## src/rtl/timestamp_tagger.sv

```systemverilog
// Timestamp tagger: stamps events with an 8-bit tick counter, queues them in a FIFO and
// streams byte-wide event/sync frames to a serializer over a valid/ready handshake.
module timestamp_tagger #(
  parameter int DATA_W      = 16,
  parameter int FIFO_DEPTH  = 8,
  parameter int SYNC_PERIOD = 128
) (
  input  logic              clk_128M,
  input  logic              reset_128M,
  input  logic              tick_in,
  input  logic              event_valid,
  input  logic [DATA_W-1:0] event_data,
  output logic [7:0]        tx_byte,
  output logic              tx_valid,
  input  logic              tx_ready,
  output logic              tx_sof,
  output logic [7:0]        timestamp_now,
  output logic [15:0]       overflow_count
);

  localparam int NBYTES = DATA_W / 8;
  localparam int AW     = $clog2(FIFO_DEPTH);
  localparam int CW     = AW + 1;
  localparam int KW     = (NBYTES > 1) ? $clog2(NBYTES) : 1;
  localparam int EW     = 8 + DATA_W;

  typedef enum logic [1:0] {S_IDLE, S_HDR, S_TS, S_DATA} state_t;

  state_t              state_q, state_d;
  logic [7:0]          ts_q;
  logic [7:0]          sync_q, sync_d;
  logic [EW-1:0]       mem_q [FIFO_DEPTH];
  logic [AW-1:0]       wr_ptr_q, rd_ptr_q;
  logic [CW-1:0]       count_q;
  logic [15:0]         ovf_q;
  logic [7:0]          frame_ts_q, frame_ts_d;
  logic [DATA_W-1:0]   frame_data_q, frame_data_d;
  logic                frame_sync_q, frame_sync_d;
  logic [KW-1:0]       k_q, k_d;
  logic                full, empty, push, pop, launch_sync, hs;
  logic [7:0]          data_bytes [NBYTES];

  assign full  = (count_q == CW'(FIFO_DEPTH));
  assign empty = (count_q == '0);
  assign push  = event_valid && !full;
  assign hs    = tx_valid && tx_ready;

  assign timestamp_now  = ts_q;
  assign overflow_count = ovf_q;

  // Payload is sent most-significant byte first.
  for (genvar gi = 0; gi < NBYTES; gi++) begin : g_bytes
    assign data_bytes[gi] = frame_data_q[DATA_W-1-8*gi -: 8];
  end

  // Event storage has no reset; validity is tracked by the pointers and count.
  always_ff @(posedge clk_128M) begin
    if (push) begin
      mem_q[wr_ptr_q] <= {ts_q, event_data};
    end
  end

  always_ff @(posedge clk_128M or posedge reset_128M) begin
    if (reset_128M) begin
      state_q      <= S_IDLE;
      ts_q         <= '0;
      sync_q       <= '0;
      wr_ptr_q     <= '0;
      rd_ptr_q     <= '0;
      count_q      <= '0;
      ovf_q        <= '0;
      frame_ts_q   <= '0;
      frame_data_q <= '0;
      frame_sync_q <= 1'b0;
      k_q          <= '0;
    end else begin
      state_q      <= state_d;
      sync_q       <= sync_d;
      frame_ts_q   <= frame_ts_d;
      frame_data_q <= frame_data_d;
      frame_sync_q <= frame_sync_d;
      k_q          <= k_d;
      count_q      <= count_q + CW'(push) - CW'(pop);
      if (tick_in) ts_q <= ts_q + 8'd1;
      if (push) wr_ptr_q <= wr_ptr_q + AW'(1);
      if (pop) rd_ptr_q <= rd_ptr_q + AW'(1);
      // Fullness is judged at cycle start, so a same-cycle pop does not save the event.
      if (event_valid && full && ovf_q != 16'hFFFF) ovf_q <= ovf_q + 16'd1;
    end
  end

  always_comb begin
    state_d      = state_q;
    frame_ts_d   = frame_ts_q;
    frame_data_d = frame_data_q;
    frame_sync_d = frame_sync_q;
    k_d          = k_q;
    pop          = 1'b0;
    launch_sync  = 1'b0;
    case (state_q)
      S_IDLE: begin
        if (!empty) begin
          pop          = 1'b1;
          frame_ts_d   = mem_q[rd_ptr_q][EW-1 -: 8];
          frame_data_d = mem_q[rd_ptr_q][DATA_W-1:0];
          frame_sync_d = 1'b0;
          state_d      = S_HDR;
        end else if (sync_q == 8'(SYNC_PERIOD)) begin
          launch_sync  = 1'b1;
          frame_ts_d   = ts_q;
          frame_sync_d = 1'b1;
          state_d      = S_HDR;
        end
      end
      S_HDR: if (hs) state_d = S_TS;
      S_TS: begin
        if (hs) begin
          k_d     = '0;
          state_d = frame_sync_q ? S_IDLE : S_DATA;
        end
      end
      S_DATA: begin
        if (hs) begin
          if (k_q == KW'(NBYTES - 1)) state_d = S_IDLE;
          else k_d = k_q + KW'(1);
        end
      end
      default: state_d = S_IDLE;
    endcase
  end

  // Sync counter restarts on any frame launch; a launch wins over a tick in that cycle.
  always_comb begin
    sync_d = sync_q;
    if (pop || launch_sync) sync_d = '0;
    else if (tick_in && sync_q != 8'(SYNC_PERIOD)) sync_d = sync_q + 8'd1;
  end

  always_comb begin
    tx_valid = 1'b0;
    tx_sof   = 1'b0;
    tx_byte  = '0;
    case (state_q)
      S_HDR: begin
        tx_valid = 1'b1;
        tx_sof   = 1'b1;
        tx_byte  = frame_sync_q ? 8'h5A : 8'hA5;
      end
      S_TS: begin
        tx_valid = 1'b1;
        tx_byte  = frame_ts_q;
      end
      S_DATA: begin
        tx_valid = 1'b1;
        tx_byte  = data_bytes[k_q];
      end
      default: ;
    endcase
  end

endmodule

```

## config.mk

```make
export PLATFORM = sky130hd
export DESIGN_NAME = timestamp_tagger
export DESIGN_NICKNAME = d
export VERILOG_FILES = /design/src/rtl/timestamp_tagger.sv
export SDC_FILE = /design/constraint.sdc
export NUM_CORES = 1
export LEC_CHECK = 0
export CAP_MARGIN = 20
export CORE_MARGIN = 5
export CORE_UTILIZATION = 30
export DETAILED_ROUTE_END_ITERATION = 10
export PLACE_DENSITY_LB_ADDON = 0.25
export SYNTH_ARGS = -nofsm -noshare
export SYNTH_HDL_FRONTEND = slang
export SYNTH_SLANG_ARGS = --single-unit
```

## constraint.sdc

```tcl
create_clock -name clk_128M -period 7.81 [get_ports clk_128M]
set_clock_uncertainty 0.2 [all_clocks]
set_input_delay 1.562 -clock clk_128M [delete_from_list [all_inputs] [get_ports clk_128M]]
set_output_delay 1.562 -clock clk_128M [all_outputs]
set_load 0.02 [all_outputs]
```

# == Word level (Yosys, flattened, before mapping) ==
# Memories as Yosys holds them, arrays and structs flattened.
# Index checks and enable logic that the tools add are counted.
# word_totals
register_bits,70
latch_bits,0
mem_bits_rw,192
rom_bits,0
in_bits,21
output_inout_bits,34
elab_cells,84
memories,1
# memory_table
memory,depth,width,rd,rd_clocked_by_memory_dff,wr,line_no,rtl
mem_q,8,24,1,0,1,32,logic [EW-1:0] mem_q [FIFO_DEPTH];
# op_classes
n_addsub,8
multipliers,0
div,0
n_lt_le_gt_ge,1
n_eq_ne,13
shift,0
mux,32
bitwise_logic,2
reduce_logical,16
# op_table
op,n
$mux 8,8
$pmux 8 s3,1
$add 16x1->16 const B,1
$add 8x1->8 const B,2
$ne 16x16->1 const B,1
$mux 1,14
$mux 2,7
$eq 8x8->1 const B,1
$ne 2x2->1 const B,4
$ne 8x8->1 const B,1
$pmux 2 s4,1
$add 3x1->3 const B,2
$logic_and 1x1->1,5
$reduce_and 5->1,1
$add 4x1->4,1
$eq 2x2->1 const B,2
$eq 4x4->1 const B,1
$logic_not 4->1,1
$reduce_and 2->1,2
$reduce_bool 2->1,2
$sub 4x1->4,1
$ne 3x3->1 const B,1
$reduce_and 3->1,1
$reduce_or 3->1,1
other kinds (10),10

# == Logic depth before layout (Yosys ltp) ==
# Gate-level depths: netlist of run 1.
# logic_depth
depth_word,6
mapped_depth,11
mapped_depth_nobuf,11

# == Least setup slack after synthesis of run 1 ==
# Ideal clock, no wire load.
# synth_path
path_type,in2reg
startpoint,in event_valid
endpoint,"mem mem_q[0][0] (netlist bit), enable pin"
setup_ns,0.435
arrival_ns,3.797
path_slack_ns,3.378
stages,3
path_buffers,0
path_cell_list,a21boi_0 nand2b_1 nor3_1
# synth_between
elab_chain_len,3
# synth_rtl
item,line_no,rtl
from (decl),11,"input logic event_valid,"
$logic_and 1x1->1,45,assign push = event_valid && !full;
$mux 1,58,if (push) begin
$mux 1 (implied by the code),59,"mem_q[wr_ptr_q] <= {ts_q, event_data};"
to (decl),32,
# No other way between the ends.

# == Worst setup path in the final report of run 1 ==
# layout_path
startpoint,reg state_q[0]
endpoint,out tx_byte[2]
# layout_between
elab_chain_len,2
elab_cells_between_ends,4
classes_between,eq/ne (3); mux (1)
# layout_rtl
item,line_no,rtl
from (decl),29,"state_t state_q, state_d;"
from (signal assigned),77,state_q <= state_d;
$eq 2x2->1 / $eq 2x1->1 (equally long branches),143,case (state_q)
$pmux 8 s3 *,143,
to (decl),13,"output logic [7:0] tx_byte,"
# Mark *: on every way between the ends. The rest lies on a longest branch, timed or not.

==> results of run 1 <==
## logic make-up after synthesis
logic type | Yosys count
compound gates | 62
fa+ha+maj | 13
buf+inv | 39
flops | 262
xor+xnor | 33
simple gates | 130
mux | 84
## state kept, by name, summed over array words and instances, names as in the netlist
name / flops
state_q: 2
k_q: 1
overflow_count: 16
wr_ptr_q: 3
frame_sync_q: 1
timestamp_now: 8
frame_ts_q: 8
count_q: 4
rd_ptr_q: 3
sync_q: 8
mem_q: 192
data_bytes: 16
## power breakdown
part | internal, mW | switching [mW] | total, mW
clock network | 0.850 | 0.534 | 1.38
logic | 0.653 | 0.764 | 1.42
registers | 1.83 | 0.226 | 2.06
total | 3.33 | 1.52 | 4.86
## cell usage after synthesis (11+ instances only)
cell	count	area share
nand2_1	46	0.016
mux4_2	46	0.098
nand4_1	12	0.0071
ha_1	12	0.014
mux2i_1	34	0.032
nor2_1	34	0.012
edfxtp_1	192	0.54
inv_1	15	0.0053
o21ai_0	23	0.011
a21oi_1	11	0.0052
nand3_1	12	0.0057
xnor2_1	25	0.021
dfrtp_1	70	0.17
## critical path, stage by stage, from the launching register on
cell	delay, ns
dfrtp_1	0.73
inv_1	0.20
nor3_1	0.42
a21o_1	0.14
clkdlybuf4s50_1	0.61
## layer usage
layer	vias to the layer above	track usage	wire length (um)
li1	2564	-	-
met1	2930	0.1475	9539
met2	120	0.1995	11600
met3	38	0.02008	963
met4	0	0.03622	608
met5	-	0	0
## cell type report
cell class | count | area share
Sequential cell | 262 | 0.5906
Clock inverter | 11 | 0.01120
Timing Repair Buffer | 69 | 0.05130
Clock buffer | 43 | 0.06663
Inverter | 15 | 0.004422
Tap cell | 455 | 0.04471
Multi-Input combinational cell | 322 | 0.2311
## through the flow
step	setup WS (ns)	hold WS, ns	instances	util	total power [mW]
after floorplan	3.378	0.2492	623	-	2.990
after global placement	3.454	0.2739	1122	0.3380	3.503
after detailed placement	3.374	0.2752	1122	0.3380	3.546
after CTS	3.429	0.2907	1176	0.3666	4.954
after global routing	3.247	0.3097	1177	0.3668	5.131
final	3.403	0.2844	1177	0.3668	4.859
## worst max path at each step
| stage | start | end | slack (ns) | cells past startpoint |
|---|---|---|---|---|
| 2_1_floorplan | event_valid | mem_q[0][0] | 3.38 | 3 |
| 3_3_place_gp | event_valid | mem_q[0][11] | 3.45 | 5 |
| 3_5_place_dp | event_valid | mem_q[0][2] | 3.37 | 5 |
| 4_1_cts | state_q[0] | tx_byte[5] | 3.43 | 4 |
| 5_1_grt | state_q[0] | tx_byte[5] | 3.25 | 4 |
| 6_report | state_q[0] | tx_byte[2] | 3.40 | 4 |
==> results, run 1 <==
- The endpoint identified for the worst register-to-register timing path is count_q[2].
- Dividing the detail-routed via count by the number of cells gives about 4.8.
- The cell sitting at the root of the clock tree is a clkbuf_16.
- The worst register-to-register path begins at count_q[2].
- Once layout is done, the placed cells without fillers occupy approximately 13000 um^2.
- Of the total synthesized cell area, the portion taken by full adders, half adders and majority gates is 0.01604.
- The total area inside the core boundary comes to 34710 um^2.
- The areal power density over the cells is about 380 nW/um^2.
- Across the VDD grid, the largest voltage drop is roughly 270 uV.
- The required arrival time at the worst endpoint is 6.05 ns.
- The fill cell total of the finished layout is about 3300.
- Data arrives at the worst endpoint at around 2.7 ns.
- In this run, CTS created clock tree buffers numbering 29.
- Yosys printed 0 warnings.
- The die covers 39220 um^2.
- The unique cell type count in the Yosys netlist is 44.
- The post-detailed-routing wire length is between 20000 and 25000 um.
- Entering global routing, the biggest net connects 71 pins.
- Measured against the total synthesized area, the mux share comes to 0.1344.
- Counting every sink on the clock net gives around 260.
- Summed over all cells, the static leakage comes to roughly 4.5 nW.
- The antenna violation net count after detailed routing is 0.
- The worst-case clock buffer depth is 3.
- The number of primary I/O pins is 55.
- The vertical extent of the die is between 150 and 200 um.
- The library cell used most frequently in the layout, excluding fill and tap cells, is edfxtp_1.
- The count of cells resized by post-cts repair is 0.
- Relative to the synthesized area, the layout overhead comes to 20.04%.
- The flow ran to the end, and the final reports show no timing, DRC or antenna violations.
- The detailed-route via count is between 5000 and 6000.
- The hold path depth is 2.
- The post-synthesis compound-gate area fraction is 0.03822.
- The number of remaining DRC errors is 0.
- By area, the combinational part of the netlist is dominated by multiplexers.
- The footprint of the multi-input gates is approximately 2900 um^2.
- The total setup buffers inserted after CTS is 0.
- The number of enable-type register cells in the synthesized netlist is 192.
- At the end of routability-driven placement, the weighted congestion stood at 0.7438.
- Setup total negative slack on the finished layout was measured at 0 ns.
- The synthesized net count is 657.
- Setup violations remaining at the end of the flow were counted as 0.
- The first global-routing pass estimated ~35000 um of wire.
- In this run the worst path has a maximum fanout of 22.
- The clock tree from TritonCTS is done.
- The average cell area after synthesis is 17.02 um^2.
- The top cell types in the final layout, fill and taps aside, are 192 x edfxtp_1, 68 x dfrtp_1, 54 x clkdlybuf4s50_1.
- The area taken by flip-flops and latches is ~7500 um^2.
- For the pin with the worst max-slew slack, the measured transition is ~0.98 ns.
- After detailed placement, the total cell area comes to ~12000 um^2.
- The die extent in x is slightly below 200 um.
- The total track usage is 0.1151.
- The count of hold-fix buffers inserted at cts is 0.
- Of the available clock period, the critical path in the final layout requires 0.5643.
- The fraction of final layout cells with drive strength greater than 1 is 0.1731.
- The startpoint of the most critical hold path is data_bytes[3].
- The worst hold path belongs to the class register to register.
- The initial standard-cell utilization of the core is 0.3055.
- Headroom to the max-slew limit came out at 0.3445.
- The flop and latch count out of synthesis is between 200 and 300.
- The number of antenna violations at the first check in global routing came to 0.
- By startpoint and endpoint, the worst setup path is classified as register to primary output.
- The number of global-route vias before repair was 5966.
- In the synthesized netlist, the number of instances is roughly 620.
- The xor/xnor cell area share of the yosys netlist is 0.02725.
- Before antenna repair, the detailed router went through 4 iterations.
- The violation count after the first detailed-routing iteration is 299.
- Port buffering added 54 buffers.
- The detailed placement HPWL is approximately 14000 um.
- The critical path startpoint category is a register.
- In this run the number of H-tree levels came out at 1.
- The shortest clock period the worst path allows after layout is 4.407 ns.
- In this run the core area contains 68 standard-cell rows.
- 0 antenna diodes ended up in the layout.
- Setup repair after global routing left no endpoint under its margin.
- For this run, asynchronously set or reset flops after synthesis account for 0.2672.
- The total count of max-transition violations in the final report is 0.
- The net count reported at finish is between 700 and 800.
- The cell area that synthesis handed to floorplanning was roughly 11000 um^2.
- The max-capacitance violation count is 0.
- The clock reaches the later pin of the worst-skew pair after 0.54 ns.
- The sequential-to-total area share from yosys stat is 0.7087.
- The most used flip-flop cell after synthesis is edfxtp_1.
- The worst-case hold path end point is data_bytes[3].
- The CTS clock-pin slew for the worst setup and hold paths is about 0.060 ns.
- Timing would allow up to 226.9 MHz.
- The final hold violation count is 0.
- The setup slack on the worst flop-to-flop path is around 4.6 ns.
- The final routed wire length divided by cell count is slightly below 20 um.
- The number of cells on the worst reg-to-reg path is 11.
- Of the total synthesized cell area, the portion taken by AND, OR, NAND and NOR gates is 0.05922.
- The kind of end point of the critical path is a primary output.
- The remaining global-route overflow is 0.
Note: power is estimated with default switching activity, not from simulation.
==> run 2: changes to the inputs <==
==> constraint.sdc (replaced) <==
create_clock -name clk_128M -period 3.91 [get_ports clk_128M]
set_clock_uncertainty 0.2 [all_clocks]
set_input_delay 0.782 -clock clk_128M [delete_from_list [all_inputs] [get_ports clk_128M]]
set_output_delay 0.782 -clock clk_128M [all_outputs]
set_load 0.02 [all_outputs]
==> results, run 2 (same netlist as run 1, synthesis figures left out) <==
- The detailed-route vias per instance is 4.769 (was 4.802).
- The total track usage was 0.1154 (was 0.1151).
- The number of remaining DRC errors came to 0 (unchanged).
- The worst endpoint data arrival time was 2.59 ns (was 2.65 ns).
- The number of flip-flops in the largest register is 192 (unchanged).
- The critical path startpoint category was a register (unchanged).
- The worst IR drop on VDD was 344.5 uV (was 267.1 uV).
- The number of diodes is 0 (unchanged).
- The final hold violation count is 0 (unchanged).
- The number of placed instances, taps included is 1125 (was 1122).
- The final-report setup violation count is 0 (unchanged).
- The post-layout instance count excluding filler cells is 1177 (unchanged).
- The clock net sink count is 262 (unchanged).
- The area of all placed cells without fillers came to 12740 um^2 (was 12730 um^2).
- Derived from the worst setup path, the maximum achievable clock frequency is roughly 280 MHz.
- The TritonCTS buffer count was 28 (was 29).
- The post-layout utilization of the core is 0.3669 (was 0.3668).
- The relative max-transition margin is 0.4067 (was 0.3445).
- The count of cells resized by post-cts repair was 0 (unchanged).
- The number of search-and-repair iterations in the first detailed-routing pass is 4 (unchanged).
- The final estimated routing congestion in global placement is 0.7722 (was 0.7438).
- The violation count after the first detailed-routing iteration is 303 (was 299).
- The shortest clock period the worst path allows after layout is between 3 and 4 ns.
- The end of the critical path is tx_byte[7] (was tx_byte[2]).
- The final routed wire length divided by cell count is 19.24 um (was 19.29 um).
- The post-layout worst setup margin is 0.3343 ns (was 3.403 ns).
- The number of global-route vias before repair is 5988 (was 5966).
- Top library cells by usage in the layout, fill and taps aside: 192 x edfxtp_1, 68 x dfrtp_1, 54 x clkdlybuf4s50_1 (unchanged).
- The setup slack after placement is 0.5552 ns (was 3.374 ns).
- The maximum number of pins on one net before global-route repair is 41 (was 71).
- The largest register by flop count is mem_q (unchanged).
- The required arrival time at the worst endpoint came to 2.93 ns (was 6.05 ns).
- The clock root buffer is clkbuf_16 (unchanged).
- The die extent in x is 198.0 um (unchanged).
- The setup slack on the worst flop-to-flop path is 1.06 ns (was 4.56 ns).
- The total setup buffers inserted after CTS is 0 (unchanged).
- The number of primary I/O pins is 55 (unchanged).
- The worst-case clock buffer depth is 3 (unchanged).
- Result of the run: finished clean (unchanged).
- The launch point of the worst reg-to-reg path is count_q[2] (unchanged).
- The detailed placement HPWL is 13920 um (was 14080 um).
- The antenna violation net count after detailed routing was 0 (unchanged).
- The placeable core region came to 34710 um^2 (unchanged).
- The detailed-route via count was 5613 (was 5652).
- The count of hold-fix buffers inserted at cts is 0 (unchanged).
- The count of buffers from port buffering is 54 (unchanged).
- The total count of max-transition violations in the final report is 0 (unchanged).
- The worst-path maximum fanout came to 22 (unchanged).
- The count of cells along the worst register-to-register path is 10 (was 11).
- The total power draw was 9.656 mW (was 4.859 mW).
- The transition time at the pin with the least slew margin is 0.8899 ns (was 0.9832 ns).
- The post-detailed-routing wire length is 22640 um (was 22710 um).
- The number of H-tree levels is 1 (unchanged).
- The final hold slack is 0.2894 ns (was 0.2844 ns).
- The initial standard-cell utilization of the core was 0.3055 (unchanged).
- The aggregate negative setup slack is 0 ns (unchanged).
- Of the available clock period, the critical path in the final layout requires 0.9145.
- The kind of end point of the critical path is a primary output (unchanged).
- The category of the critical setup timing path was register to primary output (unchanged).
- The die outline area is 39220 um^2 (unchanged).
- The max-capacitance violation count is 0 (unchanged).
- The instance area at placement was 11760 um^2 (was 11730 um^2).
- The vertical extent of the die came to 198.0 um (unchanged).
- The areal power density over the cells came to 758.2 nW/um^2 (was 381.6 nW/um^2).
- The fraction of final layout cells with drive strength greater than 1 is 0.1731 (unchanged).
- The leading cell type in the layout, fill and taps excluded is edfxtp_1 (unchanged).
- The first-pass GRT wire length is 35330 um (was 35090 um).
- The CTS clock-pin slew for the worst setup and hold paths came to 0.06 ns (about the same).
- The destination of the worst register-to-register timing path is count_q[2] (unchanged).
- RSZ-0062 raised after global routing: no (unchanged).
- The critical path launch point is state_q[0] (unchanged).
- The number of antenna violations at the first check in global routing is 0 (unchanged).
- The site row count is 68 (unchanged).
- The net count reported at finish is 734 (was 733).
- The synthesis-to-finish area growth is 20.08% (was 20.04%).
- The type of the most critical hold path was register to register (unchanged).
- The clock tree from TritonCTS was done (unchanged).
- The clock latency on the worst-skew pair was 0.54 ns (about the same).
- The remaining global-route overflow is 0 (unchanged).
- The total leakage power is 4.526 nW (was 4.533 nW).
run 2: changes by cell type in the layout (fill, tap and decap cells not counted), sizes merged:
cell and change:
clkinvlp +1, clkinv -3, inv -1, buf +2, bufinv +1
run 2: final cells by class:
class	instances	area (um^2)
Clock buffer	43	817.0
Clock inverter	9	162.7
Fill cell	3232	21980
Inverter	15	56.30
Multi-Input combinational cell	322	2943
Sequential cell	262	7520
Tap cell	455	569.3
Timing Repair Buffer	71	668.1
run 2: worst min path at each step:
stage | from | endpoint | slack (ns) | cells past startpoint
after floorplan | data_bytes[10] | data_bytes[10] | 0.25 | 2
after global placement | data_bytes[5] | data_bytes[5] | 0.27 | 2
after detailed placement | data_bytes[6] | data_bytes[6] | 0.28 | 2
after CTS | overflow_count[8] | overflow_count[8] | 0.30 | 1
after global routing | overflow_count[8] | overflow_count[8] | 0.32 | 1
final | overflow_count[8] | overflow_count[8] | 0.29 | 1
run 2: worst max-delay path, stage by stage, from the launching register on:
cell,delay (ns)
dfrtp_1,0.71
inv_1,0.19
nor3_1,0.40
a21o_1,0.14
clkdlybuf4s50_1,0.61
run 2: routing by layer:
metal | up-vias | part of all wire | global-route usage
met1 | 2908 | 0.44 | 0.1544
met4 | 0 | 0.020 | 0.02627
met3 | 34 | 0.034 | 0.01787
met5 | - | 0 | 0
met2 | 113 | 0.50 | 0.1994
li1 | 2558 | - | -
run 2: report_power, final:
group          internal, mW  switching (mW)
logic                  1.31            1.34
registers              3.66           0.595
clock network          1.70            1.05
total                  6.66            2.99
==> run 3: changes to the inputs <==
--- a/config.mk
+++ b/config.mk
@@ -13,3 +13,4 @@
 export SYNTH_ARGS = -nofsm -noshare
 export SYNTH_HDL_FRONTEND = slang
 export SYNTH_SLANG_ARGS = --single-unit
+export TNS_END_PERCENT = 50
==> results of run 3 <==
No change in the layout: final DEF, timing and power equal those of run 2.
